--- config.mk ---
export PLATFORM = sky130hd
export DESIGN_NAME = ad7606_emu_flat
export DESIGN_NICKNAME = d
export VERILOG_FILES = /design/src/rtl/ad7606_pkg.sv /design/src/rtl/ad7606_emu_if.sv /design/src/rtl/ad7606_emu_sync_edge_det.sv /design/src/rtl/ad7606_emu.sv /design/src/flat_wrapper.sv
export SDC_FILE = /design/constraint.sdc
export NUM_CORES = 1
export LEC_CHECK = 0
export CORE_MARGIN = 2
export CORE_UTILIZATION = 50
export DETAILED_ROUTE_END_ITERATION = 10
export GPL_ROUTABILITY_DRIVEN = 0
export PLACE_DENSITY = 0.71
export SLEW_MARGIN = 20
export SYNTH_ARGS = -nofsm -noshare
export SYNTH_HDL_FRONTEND = slang
export SYNTH_SLANG_ARGS = --single-unit
--- constraint.sdc ---
create_clock -name clk -period 3.4 [get_ports clk]
set_input_delay 0.68 -clock clk [delete_from_list [all_inputs] [get_ports clk]]
set_output_delay 0.68 -clock clk [all_outputs]
set_load 0.05 [all_outputs]
--- src/rtl/ad7606_pkg.sv ---
// ============================================================================
// ad7606_pkg : shared constants, state encoding and sample packing for the emulator
// Rev 1.0
// ============================================================================
`default_nettype none

package ad7606_pkg;

  localparam int NUM_CH   = 8;
  localparam int CH_ID_W  = 3;
  localparam int FRAME_W  = 13;
  localparam int DB_W     = CH_ID_W + FRAME_W;

  typedef enum logic [1:0] {
    ST_IDLE  = 2'd0,
    ST_CONV  = 2'd1,
    ST_READY = 2'd2
  } state_t;

  // Synthetic sample word: channel id in the top bits, frame number below.
  function automatic logic [DB_W-1:0] make_sample(input logic [CH_ID_W-1:0] id,
                                                  input logic [FRAME_W-1:0] frame);
    return {id, frame};
  endfunction

endpackage

`default_nettype wire

--- src/rtl/ad7606_emu_if.sv ---
// ============================================================================
// ad7606_emu_if : parallel-bus pins between the host (master) and the emulated ADC (slave)
// Rev 1.0
// ============================================================================
`default_nettype none

interface ad7606_emu_if;
  import ad7606_pkg::*;

  logic            convst;
  logic            cs_n;
  logic            rd_n;
  logic            busy;
  logic            frstdata;
  logic [DB_W-1:0] db;
  logic            db_oe;
  logic            overrun;

  modport master (
    output convst, cs_n, rd_n,
    input  busy, frstdata, db, db_oe, overrun
  );

  modport slave (
    input  convst, cs_n, rd_n,
    output busy, frstdata, db, db_oe, overrun
  );

endinterface

`default_nettype wire

--- src/rtl/ad7606_emu_sync_edge_det.sv ---
// ============================================================================
// sync_edge_det : 2-flop synchronizer with single-cycle rise/fall pulses
// Rev 1.0
// ============================================================================
`default_nettype none

module sync_edge_det #(
  parameter logic RST_VAL = 1'b0
) (
  input  logic clk,
  input  logic rst_n,
  input  logic i_d,
  output logic o_q,
  output logic o_rise,
  output logic o_fall
);

  logic r_meta;
  logic r_sync;
  logic r_prev;

  // Reset to the pin's idle level so releasing reset never fakes an edge.
  always_ff @(posedge clk or negedge rst_n) begin
    if (!rst_n) begin
      r_meta <= RST_VAL;
      r_sync <= RST_VAL;
      r_prev <= RST_VAL;
    end else begin
      r_meta <= i_d;
      r_sync <= r_meta;
      r_prev <= r_sync;
    end
  end

  assign o_q    = r_sync;
  assign o_rise =  r_sync & ~r_prev;
  assign o_fall = ~r_sync &  r_prev;

endmodule

`default_nettype wire

--- src/rtl/ad7606_emu.sv ---
// ============================================================================
// ad7606_emu : behavioural AD7606 emulator - convst/busy timing and parallel readout
// Rev 1.0
// ============================================================================
`default_nettype none

module ad7606_emu #(
  parameter int CONV_CYCLES = 200,
  parameter int NUM_CH      = ad7606_pkg::NUM_CH
) (
  input  logic         clk,
  input  logic         rst_n,
  ad7606_emu_if.slave  bus
);
  import ad7606_pkg::*;

  localparam int c_cnt_w = (CONV_CYCLES > 1) ? $clog2(CONV_CYCLES) : 1;
  localparam int c_ptr_w = (NUM_CH > 1) ? $clog2(NUM_CH) : 1;
  localparam logic [c_cnt_w-1:0] c_cnt_last = c_cnt_w'(CONV_CYCLES - 1);
  localparam logic [c_ptr_w-1:0] c_ptr_last = c_ptr_w'(NUM_CH - 1);

  logic w_convst_s, w_convst_rise, w_convst_fall;
  logic w_cs_n_s,   w_cs_rise,     w_cs_fall;
  logic w_rd_s,     w_rd_rise,     w_rd_fall;

  sync_edge_det #(.RST_VAL(1'b0)) u_sync_convst (
    .clk(clk), .rst_n(rst_n), .i_d(bus.convst),
    .o_q(w_convst_s), .o_rise(w_convst_rise), .o_fall(w_convst_fall)
  );

  sync_edge_det #(.RST_VAL(1'b1)) u_sync_cs_n (
    .clk(clk), .rst_n(rst_n), .i_d(bus.cs_n),
    .o_q(w_cs_n_s), .o_rise(w_cs_rise), .o_fall(w_cs_fall)
  );

  sync_edge_det #(.RST_VAL(1'b1)) u_sync_rd_n (
    .clk(clk), .rst_n(rst_n), .i_d(bus.rd_n),
    .o_q(w_rd_s), .o_rise(w_rd_rise), .o_fall(w_rd_fall)
  );

  logic w_unused_sync;
  assign w_unused_sync = ^{w_convst_s, w_convst_fall, w_cs_rise, w_cs_fall, w_rd_s, w_rd_rise};

  state_t                 r_state;
  state_t                 w_state_nxt;
  logic                   w_latch;
  logic                   w_cnt_done;
  logic [c_cnt_w-1:0]     r_cnt;
  logic [FRAME_W-1:0]     r_frame_cnt;
  logic [DB_W-1:0]        r_ch [NUM_CH];
  logic [c_ptr_w-1:0]     r_ptr;
  logic [DB_W-1:0]        r_db;
  logic                   r_frst;
  logic                   r_overrun;
  logic                   w_read;

  function automatic logic [c_ptr_w-1:0] f_ptr_inc(input logic [c_ptr_w-1:0] p);
    return (p == c_ptr_last) ? '0 : p + c_ptr_w'(1);
  endfunction

  assign w_cnt_done = (r_cnt == c_cnt_last);
  assign w_read     = w_rd_fall & ~w_cs_n_s;

  always_ff @(posedge clk or negedge rst_n) begin
    if (!rst_n) r_state <= ST_IDLE;
    else        r_state <= w_state_nxt;
  end

  // A convst rise while in CONV is deliberately not a transition; it only flags overrun.
  always_comb begin
    w_state_nxt = r_state;
    w_latch     = 1'b0;
    unique case (r_state)
      ST_IDLE:  if (w_convst_rise) w_state_nxt = ST_CONV;
      ST_CONV:  if (w_cnt_done) begin
                  w_state_nxt = ST_READY;
                  w_latch     = 1'b1;
                end
      ST_READY: if (w_convst_rise) w_state_nxt = ST_CONV;
      default:  w_state_nxt = ST_IDLE;
    endcase
  end

  always_ff @(posedge clk or negedge rst_n) begin
    if (!rst_n)                              r_cnt <= '0;
    else if (r_state != ST_CONV || w_cnt_done) r_cnt <= '0;
    else                                     r_cnt <= r_cnt + c_cnt_w'(1);
  end

  always_ff @(posedge clk or negedge rst_n) begin
    if (!rst_n) begin
      r_frame_cnt <= '0;
      for (int k = 0; k < NUM_CH; k++) r_ch[k] <= '0;
    end else if (w_latch) begin
      r_frame_cnt <= r_frame_cnt + FRAME_W'(1);
      for (int k = 0; k < NUM_CH; k++) r_ch[k] <= make_sample(CH_ID_W'(k), r_frame_cnt);
    end
  end

  // A read landing on the latch cycle returns the fresh ch[0], bypassing the array.
  always_ff @(posedge clk or negedge rst_n) begin
    if (!rst_n) begin
      r_ptr  <= '0;
      r_db   <= '0;
      r_frst <= 1'b0;
    end else begin
      if (w_cs_n_s) begin
        r_db   <= '0;
        r_frst <= 1'b0;
      end else if (w_read) begin
        r_db   <= w_latch ? make_sample('0, r_frame_cnt) : r_ch[r_ptr];
        r_frst <= w_latch | (r_ptr == '0);
      end

      if (w_latch)     r_ptr <= w_read ? f_ptr_inc('0) : '0;
      else if (w_read) r_ptr <= f_ptr_inc(r_ptr);
    end
  end

  always_ff @(posedge clk or negedge rst_n) begin
    if (!rst_n)                                  r_overrun <= 1'b0;
    else if (w_convst_rise && r_state == ST_CONV) r_overrun <= 1'b1;
  end

  assign bus.busy     = (r_state == ST_CONV);
  assign bus.db_oe    = ~w_cs_n_s;
  assign bus.db       = w_cs_n_s ? '0 : r_db;
  assign bus.frstdata = ~w_cs_n_s & r_frst;
  assign bus.overrun  = r_overrun;

endmodule

`default_nettype wire

--- src/flat_wrapper.sv ---
// flat-port wrapper written by rule: the top's interface ports become plain ports
module ad7606_emu_flat import ad7606_pkg::*;
#(
  parameter int CONV_CYCLES = 200,
  parameter int NUM_CH      = ad7606_pkg::NUM_CH
)
  (clk, rst_n, bus_convst, bus_cs_n, bus_rd_n, bus_busy, bus_frstdata, bus_db, bus_db_oe, bus_overrun);
  ad7606_emu_if bus_i ();
  input  logic clk;
  input  logic rst_n;
  input wire logic [$bits(bus_i.convst)-1:0] bus_convst;
  input wire logic [$bits(bus_i.cs_n)-1:0] bus_cs_n;
  input wire logic [$bits(bus_i.rd_n)-1:0] bus_rd_n;
  output wire logic [$bits(bus_i.busy)-1:0] bus_busy;
  output wire logic [$bits(bus_i.frstdata)-1:0] bus_frstdata;
  output wire logic [$bits(bus_i.db)-1:0] bus_db;
  output wire logic [$bits(bus_i.db_oe)-1:0] bus_db_oe;
  output wire logic [$bits(bus_i.overrun)-1:0] bus_overrun;
  assign bus_i.convst = bus_convst;
  assign bus_i.cs_n = bus_cs_n;
  assign bus_i.rd_n = bus_rd_n;
  assign bus_busy = bus_i.busy;
  assign bus_frstdata = bus_i.frstdata;
  assign bus_db = bus_i.db;
  assign bus_db_oe = bus_i.db_oe;
  assign bus_overrun = bus_i.overrun;
  ad7606_emu #(.CONV_CYCLES(CONV_CYCLES), .NUM_CH(NUM_CH)) u_core (.clk(clk), .rst_n(rst_n), .bus(bus_i));
endmodule
==> results.txt <==
Largest net degree at the start of global routing: 49
Tot Pwr: 1.80 mW
Fin crit share: 0.770
Synth Register Bits: 66
N_diodes: 0
Vias in the first global route: 1674
Commonest cells in the netlist: dfrtp_1 (61), nor2b_1 (19), nor2_1 (16)
R2R depth: 5
Share of layout cells above drive strength 1: 0.159
P_leak: 1.59 nW
Syn Inst Count: 221
Root Buffer: clkbuf_8
Worst Hold Class: input pin to asynchronous set/reset pin
DR WL/cell: 14.0 um
Status: finished, final reports clean
# setup viols final: 0
Final core utilization: 0.632
Most common flop cell mapped by yosys: dfrtp_1
Mux cell area share after synthesis: 0.0618
Post-Synth Adder-Cell Area: 0.0229
Slew Limit Headroom: 0.615
Post-DR vias/cell: 5.11
Cell variety after synth: 29
TritonCTS clock tree: yes
CP cell instances: nor2b_1, clkdlybuf4s50_1
H-tree depth: 3
Total grt overflow: 0
Most frequent cell after synthesis: dfrtp_1
Post-synthesis compound-gate area fraction: 0.0683
Top cells by area, synth: dfrtp_1 (56%), a22o_1 (4.8%), dfstp_2 (4.8%)
Fin nets: 263
IO Port Bufs: 24
Vias after detailed routing: 1675
WP data arrival: 1.94 ns
Setup Buffers After CTS: 0
Final antenna-violating net count: 0
EDFF count, synth: 0
Max Cap Violations: 0
Layout area overhead: 20.4%
Chip height: 77.9 um
Top cell type's share of synthesized area: 0.559
Die width: 77.9 um
Synth Warn #: 0
Setup CP Type: flop to output port
Slowest CP cell: dfstp_2
Mapped Avg Cell Area: 12.4 um2
Max-slew violations: 0
Post-Route WL: 4.60 mm
Post-synthesis simple-gate area fraction: 0.159
Slew @ Worst Pin: 0.577 ns
Pwr Density: 548 nW/um2
CTS Buf Count: 9
DP HPWL: 3.02 mm
Clk pin slew, worst setup/hold paths: 0.07 ns
Ports: 25
Setup_tns: 0 ns
Worst path max stage delay: 0.77 ns
First DRT Iteration DRCs: 96
Drt pass-1 iters: 6
Die area: 6070 um2
Initial antenna violation count: 0
Nature of the critical path startpoint: flop
WP data required: 2.72 ns
Min Tclk post-route: 2.62 ns
Synth Area in XOR/XNOR: 0.0577
Max Freq: 382 MHz
Crit Path Max Fanout: 21
IR drop worst, VDD: 0.311 mV
Crit. End Element: output port
All-Layer GR Usage: 0.171
Clk_skew: 0.00652 ns
Initial Util: 0.525
CORE AREA: 5200 um2
Post-synth ARST share: 1.00
# DRC: 0
Largest family of logic cells by synthesized area: simple AND/OR/NAND/NOR gates
RSZ-0062 raised after global routing: no
First-pass GRT wire length: 7.90 mm
Post-CTS Resized: 0
Clk sinks: 66
Hold-fix buffer count after cts: 0
Hold Fails Final Rpt: 0
Synthesized net count: 231
Clk buf depth: 2
Clk_lat worst skew: 0.34 ns
Largest area contributor in the netlist: dfrtp_1
Row count: 26
Synth Cell Area: 2730 um2
Sequential element share of the synthesized area: 0.607
==> critical path: cells and delay by family (launching register included) <==
family / cells / cell delay (ns)
buffers and inverters: 1 / 0.71
DFF: 1 / 0.77
and+or+nand+nor: 1 / 0.11
==> report_power, final <==
group,switching (mW),total (mW),internal (mW)
Sequential,0.0505,0.887,0.837
Clock,0.287,0.759,0.472
Combinational,0.0893,0.155,0.0658
==> worst paths after layout <==
path | startpoint | endpoint | slack, ns
worst max-delay path | u_core.u_sync_cs_n.o_q | bus_db[7] | 0.78
worst min-delay path | rst_n | u_core.bus.overrun | 0.33
worst max register to register | u_core.r_cnt[0] | u_core.r_db[9] | 1.17
worst min register to register | u_core.u_sync_rd_n.r_meta | u_core.u_sync_rd_n.o_q | 0.36
max in group asynchronous | rst_n | u_core.u_sync_rd_n.r_meta | 2.40
min in group clk | u_core.u_sync_rd_n.r_meta | u_core.u_sync_rd_n.o_q | 0.36
==> flip-flops by register name, summed over array words and instances (netlist names), 2 cells and up <==
| name | count |
|---|---|
| u_core.r_ch | 14 |
| u_core.r_cnt | 8 |
| u_core.r_db | 16 |
| u_core.r_frame_cnt | 13 |
| u_core.r_ptr | 3 |
| u_core.r_state | 2 |
==> area by class of cell <==
class | instances | area [um2]
clock buffer | 12 | 165
clock inverter | 4 | 72.6
fill | 407 | 1920
inverter | 7 | 26.3
multi-input combinational | 141 | 1010
sequential | 66 | 1660
tap | 70 | 87.6
timing repair buffer | 28 | 268
==> through the flow <==
| stage | hold slack (ns) | setup WS [ns] | instance area, um2 | std cells |
|---|---|---|---|---|
| 2_1_floorplan | 0.331 | 1.25 | 2730 | 221 |
| 3_3_place_gp | 0.334 | 1.14 | 3050 | 312 |
| 3_5_place_dp | 0.343 | 1.14 | 3050 | 312 |
| 4_1_cts | 0.359 | 0.758 | 3290 | 328 |
| 5_1_grt | 0.360 | 0.662 | 3290 | 328 |
| 6_report | 0.334 | 0.783 | 3290 | 328 |
==> cell usage in the layout, fill, tap and decap left out, types with 6 or more instances in the layout <==
cell type        instances
nor2_1                  16
inv_1                    7
mux2_2                   7
and3_1                   6
mux2_4                   6
a22o_1                  15
clkbuf_8                12
nand3_1                  8
xnor2_1                  8
nand2_1                 15
nor2b_1                 19
xor2_1                  10
dfrtp_1                 61
clkdlybuf4s50_1         23
==> kinds of logic (layout without fill, tap and decap cells) <==
| family | count (synthesis) | count (layout) |
|---|---|---|
| simple gates | 80 | 80 |
| flops | 66 | 66 |
| compound gates | 25 | 25 |
| xor+xnor | 18 | 18 |
| buf+inv | 14 | 51 |
| mux | 13 | 13 |
| fa+ha+maj | 5 | 5 |
==> metal layers <==
metal	GRT usage	vias to the layer above	routed length [um]
li1	-	809	-
met1	0.225	833	2250
met2	0.259	24	2130
met3	0.0314	9	109
met4	0.111	0	109
met5	0	-	0
No activity file was read; power rests on OpenSTA's default activity.
